`src/rtl/addsub_pkg.sv`:
```
// Shared constants and configuration helpers for the pipelined adder/subtractor.
package addsub_pkg;

    localparam logic OP_ADD = 1'b0;
    localparam logic OP_SUB = 1'b1;

    // Bits handled by each carry segment.
    function automatic int seg_width(input int width, input int stages);
        return width / stages;
    endfunction

    // Legal configuration: 1..WIDTH stages, WIDTH an exact multiple of STAGES.
    function automatic bit cfg_ok(input int width, input int stages);
        return (stages >= 1) && (stages <= width) && ((width % stages) == 0);
    endfunction

endpackage

```
`src/rtl/addsub_segment.sv`:
```
// One carry segment: SEG-bit add of A and (optionally inverted) B with carry-in.
// Also exposes the carry into the segment's top bit for signed-overflow detection.
module addsub_segment #(
    parameter int SEG = 8
) (
    input  logic [SEG-1:0] i_a,
    input  logic [SEG-1:0] i_b,
    input  logic           i_sub,
    input  logic           i_ci,
    output logic [SEG-1:0] o_s,
    output logic           o_co,
    output logic           o_c_msb
);

    logic [SEG-1:0] w_b;

    // Invert B for subtract; the +1 arrives as carry-in of the lowest segment.
    always_comb begin
        w_b           = i_b ^ {SEG{i_sub}};
        {o_co, o_s}   = {1'b0, i_a} + {1'b0, w_b} + {{SEG{1'b0}}, i_ci};
        // Sum bit = a ^ b ^ carry_in, so the carry into the top bit falls out directly.
        o_c_msb       = o_s[SEG-1] ^ i_a[SEG-1] ^ w_b[SEG-1];
    end

endmodule

```
`src/rtl/addsub_pipe.sv`:
```
// Pipelined ripple-segment adder/subtractor with valid/ready handshake and
// status flags. Each of STAGES stages resolves one SEG-bit carry segment.
// Optional signed saturation is enabled by defining ADDSUB_SAT_EN.
module addsub_pipe
    import addsub_pkg::*;
#(
    parameter int WIDTH  = 32,
    parameter int STAGES = 4
) (
    input  logic             clk,
    input  logic             rst_n,
    input  logic             in_valid,
    output logic             in_ready,
    input  logic [WIDTH-1:0] in_a,
    input  logic [WIDTH-1:0] in_b,
    input  logic             in_sub,
    input  logic             in_sat,
    output logic             out_valid,
    input  logic             out_ready,
    output logic [WIDTH-1:0] out_sum,
    output logic             out_co,
    output logic             out_ovf,
    output logic             out_zero,
    output logic             out_neg
);

    localparam int SEG  = seg_width(WIDTH, STAGES);
    localparam int LAST = STAGES - 1;

    if (!cfg_ok(WIDTH, STAGES)) begin : g_cfg_err
        $error("addsub_pipe: WIDTH must be a non-zero multiple of STAGES");
    end

    // Per-stage inputs (from the port for stage 0, from the previous register otherwise)
    logic [WIDTH-1:0] w_a     [STAGES];
    logic [WIDTH-1:0] w_b     [STAGES];
    logic [WIDTH-1:0] w_sprev [STAGES];
    logic [WIDTH-1:0] w_sum   [STAGES];
    logic [WIDTH-1:0] w_snext [STAGES];
    logic             w_sub   [STAGES];
    logic             w_ci    [STAGES];
    logic             w_vin   [STAGES];
    logic [SEG-1:0]   w_seg_s [STAGES];
    logic             w_seg_co[STAGES];
    logic             w_seg_cm[STAGES];

    // Stage registers: operands skew forward, lower sum bits ride along
    logic [STAGES-1:0] r_vld;
    logic [WIDTH-1:0]  r_a   [STAGES];
    logic [WIDTH-1:0]  r_b   [STAGES];
    logic [WIDTH-1:0]  r_sum [STAGES];
    logic              r_sub [STAGES];
    logic              r_c   [STAGES];

    logic             r_co;
    logic             r_ovf;
    logic             r_zero;
    logic             r_neg;

    logic             w_adv;
    logic             w_ovf;
    logic [WIDTH-1:0] w_fin;

`ifdef ADDSUB_SAT_EN
    logic             w_sat [STAGES];
    logic             r_sat [STAGES];
`else
    logic             w_unused_sat;
    assign w_unused_sat = in_sat;
`endif

    // Whole pipe moves in lock-step; it only stalls when the output beat is refused.
    assign w_adv    = ~r_vld[LAST] | out_ready;
    assign in_ready = w_adv;

    for (genvar k = 0; k < STAGES; k++) begin : g_stage
        if (k == 0) begin : g_first
            assign w_a[k]     = in_a;
            assign w_b[k]     = in_b;
            assign w_sub[k]   = in_sub;
            assign w_ci[k]    = (in_sub == OP_SUB);
            assign w_vin[k]   = in_valid;
            assign w_sprev[k] = '0;
`ifdef ADDSUB_SAT_EN
            assign w_sat[k]   = in_sat;
`endif
        end else begin : g_next
            assign w_a[k]     = r_a[k-1];
            assign w_b[k]     = r_b[k-1];
            assign w_sub[k]   = r_sub[k-1];
            assign w_ci[k]    = r_c[k-1];
            assign w_vin[k]   = r_vld[k-1];
            assign w_sprev[k] = r_sum[k-1];
`ifdef ADDSUB_SAT_EN
            assign w_sat[k]   = r_sat[k-1];
`endif
        end

        addsub_segment #(.SEG(SEG)) u_seg (
            .i_a     (w_a[k][k*SEG +: SEG]),
            .i_b     (w_b[k][k*SEG +: SEG]),
            .i_sub   (w_sub[k]),
            .i_ci    (w_ci[k]),
            .o_s     (w_seg_s[k]),
            .o_co    (w_seg_co[k]),
            .o_c_msb (w_seg_cm[k])
        );

        // Bits above the current segment are still zero, so OR-ing in the new slice is enough.
        assign w_sum[k]   = w_sprev[k] | (WIDTH'(w_seg_s[k]) << (k*SEG));
        assign w_snext[k] = (k == LAST) ? w_fin : w_sum[k];

        // Stage register: shift the beat forward whenever the pipe advances.
        always_ff @(posedge clk or negedge rst_n) begin
            if (!rst_n) begin
                r_vld[k] <= 1'b0;
                r_a[k]   <= '0;
                r_b[k]   <= '0;
                r_sum[k] <= '0;
                r_sub[k] <= 1'b0;
                r_c[k]   <= 1'b0;
`ifdef ADDSUB_SAT_EN
                r_sat[k] <= 1'b0;
`endif
            end else if (w_adv) begin
                r_vld[k] <= w_vin[k];
                r_a[k]   <= w_a[k];
                r_b[k]   <= w_b[k];
                r_sum[k] <= w_snext[k];
                r_sub[k] <= w_sub[k];
                r_c[k]   <= w_seg_co[k];
`ifdef ADDSUB_SAT_EN
                r_sat[k] <= w_sat[k];
`endif
            end
        end
    end

    assign w_ovf = w_seg_co[LAST] ^ w_seg_cm[LAST];

    // Final-stage result; a positive overflow wraps to a negative raw sign and vice versa.
    always_comb begin
        w_fin = w_sum[LAST];
`ifdef ADDSUB_SAT_EN
        if (w_sat[LAST] && w_ovf) begin
            w_fin = w_sum[LAST][WIDTH-1] ? {1'b0, {(WIDTH-1){1'b1}}}
                                         : {1'b1, {(WIDTH-1){1'b0}}};
        end
`endif
    end

    // Status flags registered alongside the final sum; carry reflects the raw add.
    always_ff @(posedge clk or negedge rst_n) begin
        if (!rst_n) begin
            r_co   <= 1'b0;
            r_ovf  <= 1'b0;
            r_zero <= 1'b0;
            r_neg  <= 1'b0;
        end else if (w_adv) begin
            r_co   <= w_seg_co[LAST];
            r_ovf  <= w_ovf;
            r_zero <= (w_fin == '0);
            r_neg  <= w_fin[WIDTH-1];
        end
    end

    assign out_valid = r_vld[LAST];
    assign out_sum   = r_sum[LAST];
    assign out_co    = r_co;
    assign out_ovf   = r_ovf;
    assign out_zero  = r_zero;
    assign out_neg   = r_neg;

endmodule

```
`config.mk`:
```
export PLATFORM = sky130hd
export DESIGN_NAME = addsub_pipe
export DESIGN_NICKNAME = d
export VERILOG_FILES = /design/src/rtl/addsub_pkg.sv /design/src/rtl/addsub_segment.sv /design/src/rtl/addsub_pipe.sv
export SDC_FILE = /design/constraint.sdc
export NUM_CORES = 1
export LEC_CHECK = 0
export CAP_MARGIN = 20
export CORE_AREA = 2 2 144 146
export DETAILED_ROUTE_END_ITERATION = 7
export DIE_AREA = 0 0 146 148
export GPL_TIMING_DRIVEN = 0
export PLACE_DENSITY = 0.74
export SETUP_SLACK_MARGIN = 0.4
export SLEW_MARGIN = 40
export SYNTH_ARGS = -nofsm -noshare
export SYNTH_HDL_FRONTEND = slang
export SYNTH_SLANG_ARGS = --single-unit
```
`constraint.sdc`:
```
create_clock -name clk -period 3.3 [get_ports clk]
set_input_delay 0.66 -clock clk [delete_from_list [all_inputs] [get_ports clk]]
set_output_delay 0.66 -clock clk [all_outputs]
set_load 0.05 [all_outputs]
```
# Word level (Yosys, flattened, before mapping)
# Index checks and enable logic that the tools add are counted.
# totals
in_bits	70
register_bits	310
# classes
n_addsub	8
reduce_logical	1
bitwise	12
# ops
op	count
adder 8 x 8 -> 9 bit	4
adder 9 x 1 -> 9 bit	4
logical NOT 32 bit	1
bitwise OR 32 x 24 -> 32 bit	1
bitwise OR 32 bit	1
bitwise XOR 8 bit	4
bitwise OR 8 x 16 -> 16 bit	1
bitwise XOR 1 bit	3
NOT 1 bit	1
bitwise OR 1 bit	1

# Logic depth before layout (Yosys ltp)
# Gate-level depths: netlist of run 1.
# depth
depth_word	6
ltp_mapped	12
depth_no_buf	11

# Cells and area by module
# From an unflattened synthesis of run 1, not the netlist that was laid out.
# hier_totals
hier_cells	1054
area_unflattened_um2	9121.2
# modules_own_cells
module	instances	cells_per_inst	area_per_inst_um2	seq_area_each_um2
addsub_pipe	1	838	7452.1	4729.5
addsub_segment (g_stage[0].u_seg ...)	3	53	412.9	0.0
addsub_segment (g_stage[3].u_seg)	1	57	430.4	0.0

# Worst setup path after synthesis of run 1
# Ideal clock, no wire load.
# synth_path
kind	reg-to-reg
start	register r_sub[3] (netlist name)
end	register r_c[2] (netlist name)
arrival_time_ns	2.558
n_path_buf	1
path_stages_with_launch	12
t_required_ns	3.163
path_slack_ns	0.605
cell_sequence	dfrtp_1 -> clkbuf_1 -> xor2_1 -> fa_1 -> fa_1 -> a21o_1 -> a21oi_1 -> o21bai_1 -> a21oi_1 -> o21bai_1 -> a21oi_1 -> a21oi_1
# synth_via
elab_chain_len	3
# synth_rtl
element	line	rtl
from (decl)	addsub_pipe.sv:52	logic r_sub [STAGES];
from (signal, indexed assignment)	addsub_pipe.sv:130	r_sub[k] <= w_sub[k];
bitwise XOR 8 bit	addsub_segment.sv:19	w_b = i_b ^ {SEG{i_sub}};
adder 8 x 8 -> 9 bit	addsub_segment.sv:20	{o_co, o_s} = {1'b0, i_a} + {1'b0, w_b} + {{SEG{1'b0}}, i_ci};
adder 9 x 1 -> 9 bit	addsub_segment.sv:20	
to (signal, indexed assignment)	addsub_pipe.sv:131	r_c[k] <= w_seg_co[k];
to (decl)	addsub_pipe.sv:53	logic r_c [STAGES];
# No other way between the ends.
# A chain may end at the register's enable or synchronous reset.

# Worst setup path in the final report of run 1
# layout_path
start	input out_ready
end	output in_ready
# layout_via
elab_chain_len	1
# layout_rtl
element	line	rtl
from (decl)	addsub_pipe.sv:19	input logic out_ready,
bitwise OR 1 bit	addsub_pipe.sv:73	assign w_adv = ~r_vld[LAST] | out_ready;
to (decl)	addsub_pipe.sv:13	output logic in_ready,
# No other way between the ends.

==> summary.md, run 1 <==
| Metric | Value |
|---|---|
| Final hold vios | 0 |
| Max_cap viols | 0 |
| Chip Width | 146 um |
| Routed wire length | 20.2 mm |
| Worst-margin pin slew | between 0.6 and 0.7 ns |
| Clock latency on the worst-skew pair | approximately 0.44 ns |
| Area leader, netlist | dfrtp_1 |
| RSZ-0062 raised after global routing | yes |
| Top post-synthesis cells by count | 477 x nand2_1, 189 x dfrtp_1, 41 x xor2_1, 37 x clkbuf_1, 33 x buf_4 |
| Most used cell, CP | buf_2 |
| CTS Hold Bufs | 0 |
| Vias per std cell | ~4.8 |
| FFs w/ async S/R, synth | 100% |
| Post-route insts no fill | ~1400 |
| Critical path launch point type | input port |
| Slowest cell on crit path | clkdlybuf4s50_1 |
| Clock-pin slew on the worst setup and hold paths | ~0.070 ns |
| Clk sink count | ~190 |
| Number of synthesized flops with an enable pin | 0 |
| R2R Setup Slk | roughly 0.52 ns |
| Final Setup Violations | 0 |
| # H-tree levels | 4 |
| Final Skew | around 0.0090 ns |
| Core area | approximately 20000 um2 |
| Routed Antenna Nets | 0 |
| Cell Pwr Density | ~1100 nW/um2 |
| Met1 Track Usage GR | between 20% and 30% |
| Highest cell delay on the worst timing path | about 0.46 ns |
| Synth top area share | approximately 53% |
| Largest net degree at the start of global routing | 72 |
| Register bit total from synthesis | 189 |
| Ant. Diodes | 0 |
| Total CTS buffers | 17 |
| # port buffers | roughly 110 |
| GRT Util Overall | approximately a fifth |
| Post-route minimum period | 2.96 ns |
| CP required | between 2 and 3 ns |
| Met2 GRT Util | 34.2% |
| Type of the worst min-delay path | input port to async pin |
| Die area | 21600 um2 |
| Post-Syn Area per Cell | around 9 um2 |
| Seq/Total Area, Yosys | a little over half |
| Drt pass-1 iters | 5 |
| Maximum net fanout on the critical path | 10 |
| Grt peak-use layer | met2 |
| CTS Root Cell | clkbuf_16 |
| Worst r2r path cells | 11 |
| Crit. End Element | primary output |
| CP endpoint | in_ready |
| Fin crit share | about nine tenths |
| IO Pins | 108 |
| Met3 Use GR | roughly 3.6% |
| Register area | about 4700 um2 |
| Max Freq | between 300 and 400 MHz |
| Synth warn | 0 |
| CTS Buffer Depth | 2 |
| Initial DRC Count | slightly below 400 |
| Leakage | 0.00547 uW |
| Crit path kind | input port to primary output |
| Placer congestion estimate | approximately 0.88 |
| Most instantiated library cell after synthesis | nand2_1 |
| Vias in the first global route | 6695 |
| Setup TNS | 0 ns |
| Initial antenna violation count | 0 |
| Arr. time, crit path | roughly 2.3 ns |
| Top FF cell, synth | dfrtp_1 |
| CTS tree | done |
| First-pass GRT wire length | around 33 mm |
| Residual DRC | 0 |
| Final Power | between 10000 and 15000 uW |
| DP Cell Count | roughly 1400 |
| Area growth syn-to-layout | 23.4% |
| Critical R2R Launch | r_sub[1] |
| Initial core utilization | between 40% and 50% |
| Status | finished clean |
| Remaining Overflow, GRT | 0 |
| Resize count post-CTS | 9 |
| Number of fill cells in the layout | between 1500 and 2000 |
| Slew Viols, Final | 0 |
| Area contributors post-synth | dfrtp_1 53%, nand2_1 20%, xor2_1 4.1% |
| Setup bufs post-CTS | 0 |
| DR WL/cell | approximately 14 um |
| Synth Cell Area | 8850 um2 |
| Synthesized Nets | between 1000 and 1500 |
| Share of layout cells above drive strength 1 | about 8% |
| Multi-input logic area | about 3600 um2 |
| Reg2reg end | out_zero |
| Placement Rows | 52 |
| HPWL after DPL | between 10 and 15 mm |
| Die H | between 100 and 150 um |
| Final #Nets | 1224 |
| Max_slew headroom | between 50% and 60% |
| Synth cell types | 50 |
| Worst path cell trace | clkdlybuf4s50_1 > nor2b_1 > buf_2 > inv_2 > clkbuf_4 > buf_2 > buf_4 |
| Gate count of the mapped netlist | 993 |
| Vias | 6726 |
| Peak supply drop | around 550 uV |
| CP startpoint | out_ready |
==> sequential cells by signal, summed over array words and instances (netlist names) <==
name       cells
out_ovf        1
out_co         1
out_sum       32
r_sum         48
r_a           48
r_b           48
r_sub          3
r_c            3
out_zero       1
out_valid      1
r_vld          3
==> cells in the final DEF (no fill, tap or decap), types with 14 or more instances in the layout <==
master / n
a21oi_1: 24
buf_4: 34
clkbuf_1: 34
clkbuf_16: 17
clkdlybuf4s50_1: 103
dfrtp_1: 189
ha_1: 28
inv_1: 14
nand2_1: 477
nor2_1: 30
o21ai_0: 15
xnor2_1: 15
xor2_1: 40
==> where the power goes <==
part	total [uW]	internal [uW]	leakage (uW)	switching (uW)
clock	2040	1160	0.000293	885
combinational	6070	2490	0.00290	3590
sequential	4010	3360	0.00228	649
total	12100	7000	0.00547	5120
==> kinds of logic (layout without fill, tap and decap cells) <==
group           Yosys count  count (layout)  synth area share (%)
simple gates            545             545                  24.3
flops                   189             189                  53.5
buf+inv                  93             232                  5.63
compound gates           74              74                  5.42
xor+xnor                 56              56                  5.54
fa+ha+maj                35              35                  5.54
mux                       1               1                 0.170
==> final cells by class <==
type	count	area share, %
plain buffers	78	4.12
clock buffers	19	4.15
clock inverters	13	1.28
inverters	15	0.516
multi-input cells	711	33.4
flip-flops and latches	189	43.3
well taps	270	3.09
repair buffers	107	10.2
==> how the worst min path moves through the flow <==
stage / from / to / slack (ns)
floorplan: rst_n / out_co / 0.36
global placement: r_vld[2] / r_vld[2] / 0.44
detailed placement: r_vld[2] / out_valid / 0.45
CTS: rst_n / out_sum[0] / 0.17
global route: rst_n / out_sum[8] / 0.19
finish: rst_n / r_sum[68] / 0.16
==> stage by stage <==
| step | setup slack [ns] | hold slack, ns | util (%) | instance area, um2 |
|---|---|---|---|---|
| 2_1_floorplan | 0.605 | 0.364 | - | 8850 |
| 3_3_place_gp | -6.09 | 0.442 | 51.1 | 10200 |
| 3_5_place_dp | -0.740 | 0.446 | 51.4 | 10300 |
| 4_1_cts | 0.288 | 0.166 | 54.4 | 10900 |
| 5_1_grt | 0.314 | 0.192 | 54.5 | 10900 |
| 6_report | 0.344 | 0.160 | 54.5 | 10900 |
==> worst max-delay path, delay by kind of cell <==
kind | cells | cell delay, ns
and+or+nand+nor | 1 | 0.06
buffers and inverters | 6 | 1.57
==> routing by layer <==
layer  up-vias  wire [um]
li1       3352          -
met1      3192       8690
met2       148      10100
met3        34        871
met4         0        555
met5         -          0
Power figures use the tool's default switching activity.
==> inputs of run 2 (changes only) <==
- PLACE_DENSITY: 0.74 -> unset
- PLACE_DENSITY_LB_ADDON: unset -> 0.3
==> run 2 against run 1 <==
Final cell count about the same. Critical path depth unchanged. Core utilization up 0.28 points. Maximum frequency increased by 4.8%. Total power rose by 1.3%. Clock power is 8% higher. Flip-flop and latch count did not move. First-iteration DRC count fell by 14%. Sequential share of layout area shrank 0.22 points. Non-clock buffer count unchanged. Routed wire length grew 0.90%. Largest power group unchanged. Highest routed layer unchanged.
==> summary.md, run 2 (synthesis results as in run 1) <==
| Metric | Value |
|---|---|
| Reg2reg end | r_c[2] |
| Reg power frac | approximately a third |
| Commonest non-fill, non-tap cell in the layout | nand2_1 |
| Status | finished clean |
| Fin crit share | a little under nine tenths |
| Final Power | about 12000 uW |
| Vias in the first global route | around 6700 |
| # H-tree levels | 4 |
| DR WL/cell | about 15 um |
| Post-route minimum period | between 2 and 3 ns |
| Routed Antenna Nets | 0 |
| Ant. Diodes | 0 |
| Initial core utilization | 44.2% |
| Crit path kind | input port to primary output |
| Placer congestion estimate | between 0.8 and 0.9 |
| Internal cell power | between 7000 and 8000 uW |
| Max_cap viols | 0 |
| Type of the worst min-delay path | input port to async pin |
| Worst-margin pin slew | 0.723 ns |
| CTS Buffer Depth | 2 |
| Initial DRC Count | around 340 |
| Arr. time, crit path | between 2 and 2.5 ns |
| First-pass GRT wire length | about 33 mm |
| Total CTS buffers | 17 |
| Post-route cell area | between 10000 and 15000 um2 |
| Critical R2R Launch | r_sub[3] |
| Slew Viols, Final | 0 |
| Most frequent cells in the layout | 477 x nand2_1, 189 x dfrtp_1, 103 x clkdlybuf4s50_1 |
| Chip Width | roughly 150 um |
| Sw Ratio | 41.7% |
| Max_slew headroom | 51.8% |
| Crit. End Element | primary output |
| R2R Setup Slk | approximately 0.54 ns |
| IO Pins | about 110 |
| Top flop regs | r_a (48), r_b (48), r_sum (48) |
| Maximum net fanout on the critical path | 10 |
| Worst r2r path cells | 11 |
| Final Skew | around 0.0083 ns |
| Final #Nets | between 1000 and 1500 |
| Cell Pwr Density | between 1000 and 1500 nW/um2 |
| Layout Utilization | a little over half |
| Final Setup Violations | 0 |
| CTS Root Cell | clkbuf_16 |
| CP required | around 2.6 ns |
| Core area | between 20000 and 25000 um2 |
| Max Freq | 355 MHz |
| Initial antenna violation count | 0 |
| CTS Hold Bufs | 0 |
| Highest cell delay on the worst timing path | 0.46 ns |
| Peak supply drop | about 530 uV |
| HPWL after DPL | around 15 mm |
| Clk sink count | 189 |
| Min Hold Slack | 0.193 ns |
| Share of layout cells above drive strength 1 | ~8.0% |
| Psw | about 5100 uW |
| # port buffers | between 100 and 150 |
| Area growth syn-to-layout | 24.0% |
| RSZ-0062 raised after global routing | yes |
| Clk pwr share | between 10% and 20% |
| Area after DPL | slightly above 10000 um2 |
| Residual DRC | 0 |
| Worst path cell trace | clkdlybuf4s50_1 > nor2b_1 > clkbuf_4 > inv_2 > buf_6 > clkbuf_4 > buf_4 |
| Critical path launch point type | input port |
| GRT Util Overall | about 20% |
| CTS tree | done |
| Setup WS post-layout | around 0.48 ns |
| Slowest cell on crit path | clkdlybuf4s50_1 |
| Die H | about 150 um |
| Largest net degree at the start of global routing | 71 |
| DP Worst Slack | -0.771 ns |
| Most used cell, CP | clkbuf_4 |
| Clock latency on the worst-skew pair | 0.44 ns |
| Clock-pin slew on the worst setup and hold paths | 0.06 ns |
| Drt pass-1 iters | 5 |
| Final hold vios | 0 |
| Remaining Overflow, GRT | 0 |
| Vias | approximately 6700 |
| Leakage | roughly 0.0055 uW |
| Routed wire length | just over 20 mm |
| Vias per std cell | between 4 and 5 |
| Placement Rows | 52 |
| Die area | between 20000 and 25000 um2 |
| Comb power frac | between 40 and 50% |
==> run 2: layout make-up <==
| class | count | area (um2) |
|---|---|---|
| buffer | 78 | 458 |
| clock buffer | 19 | 453 |
| clock inverter | 12 | 186 |
| fill | 1964 | 9070 |
| inverter | 15 | 56.3 |
| multi-input combinational | 711 | 3640 |
| sequential | 189 | 4730 |
| tap | 270 | 338 |
| timing repair buffer | 107 | 1110 |
==> run 2: metal layers <==
layer	track usage, %	vias up	wire length (um)
met1	25.9	3181	9010
met3	3.33	21	841
met4	6.50	0	284
li1	-	3354	-
met5	0	-	0
met2	33.8	126	10200
==> run 2: worst max-delay path by stage <==
stage	slack [ns]	depth (start not counted)	to	startpoint
2_1_floorplan	0.61	11	r_c[2]	r_sub[3]
3_3_place_gp	-6.22	1	r_b[122]	rst_n
3_5_place_dp	-0.77	7	in_ready	out_ready
4_1_cts	0.30	7	in_ready	out_ready
5_1_grt	0.37	12	r_c[1]	r_sub[2]
6_report	0.48	7	in_ready	out_ready
==> run 2: power groups by stage <==
stage               sequential [uW]  combinational, uW  clock (uW)
floorplan                      3910               4460           0
global placement               4020               5840           0
detailed placement             4040               6010           0
CTS                            4010               6060        2230
global route                   4130               6750        2310
finish                         4010               6060        2200
==> run 2: worst max-delay path, delay by kind of cell <==
kind	cells	cell delay [ns]
and+or+nand+nor	1	0.06
buffers and inverters	6	1.43
==> run 2: through the flow <==
stage | instances | TNS (ns)
after CTS | 1401 | 0
after global routing | 1401 | 0
after global placement | 1368 | -1172.66
final | 1401 | 0
after detailed placement | 1370 | -0.771
after floorplan | 993 | 0
==> run 2: timing repair <==
action	in CTS	in global routing
setup buffers	0	0
endpoints found under the setup margin	3	5
pin swaps	0	3
cloned	0	0
gates resized for setup	9	13
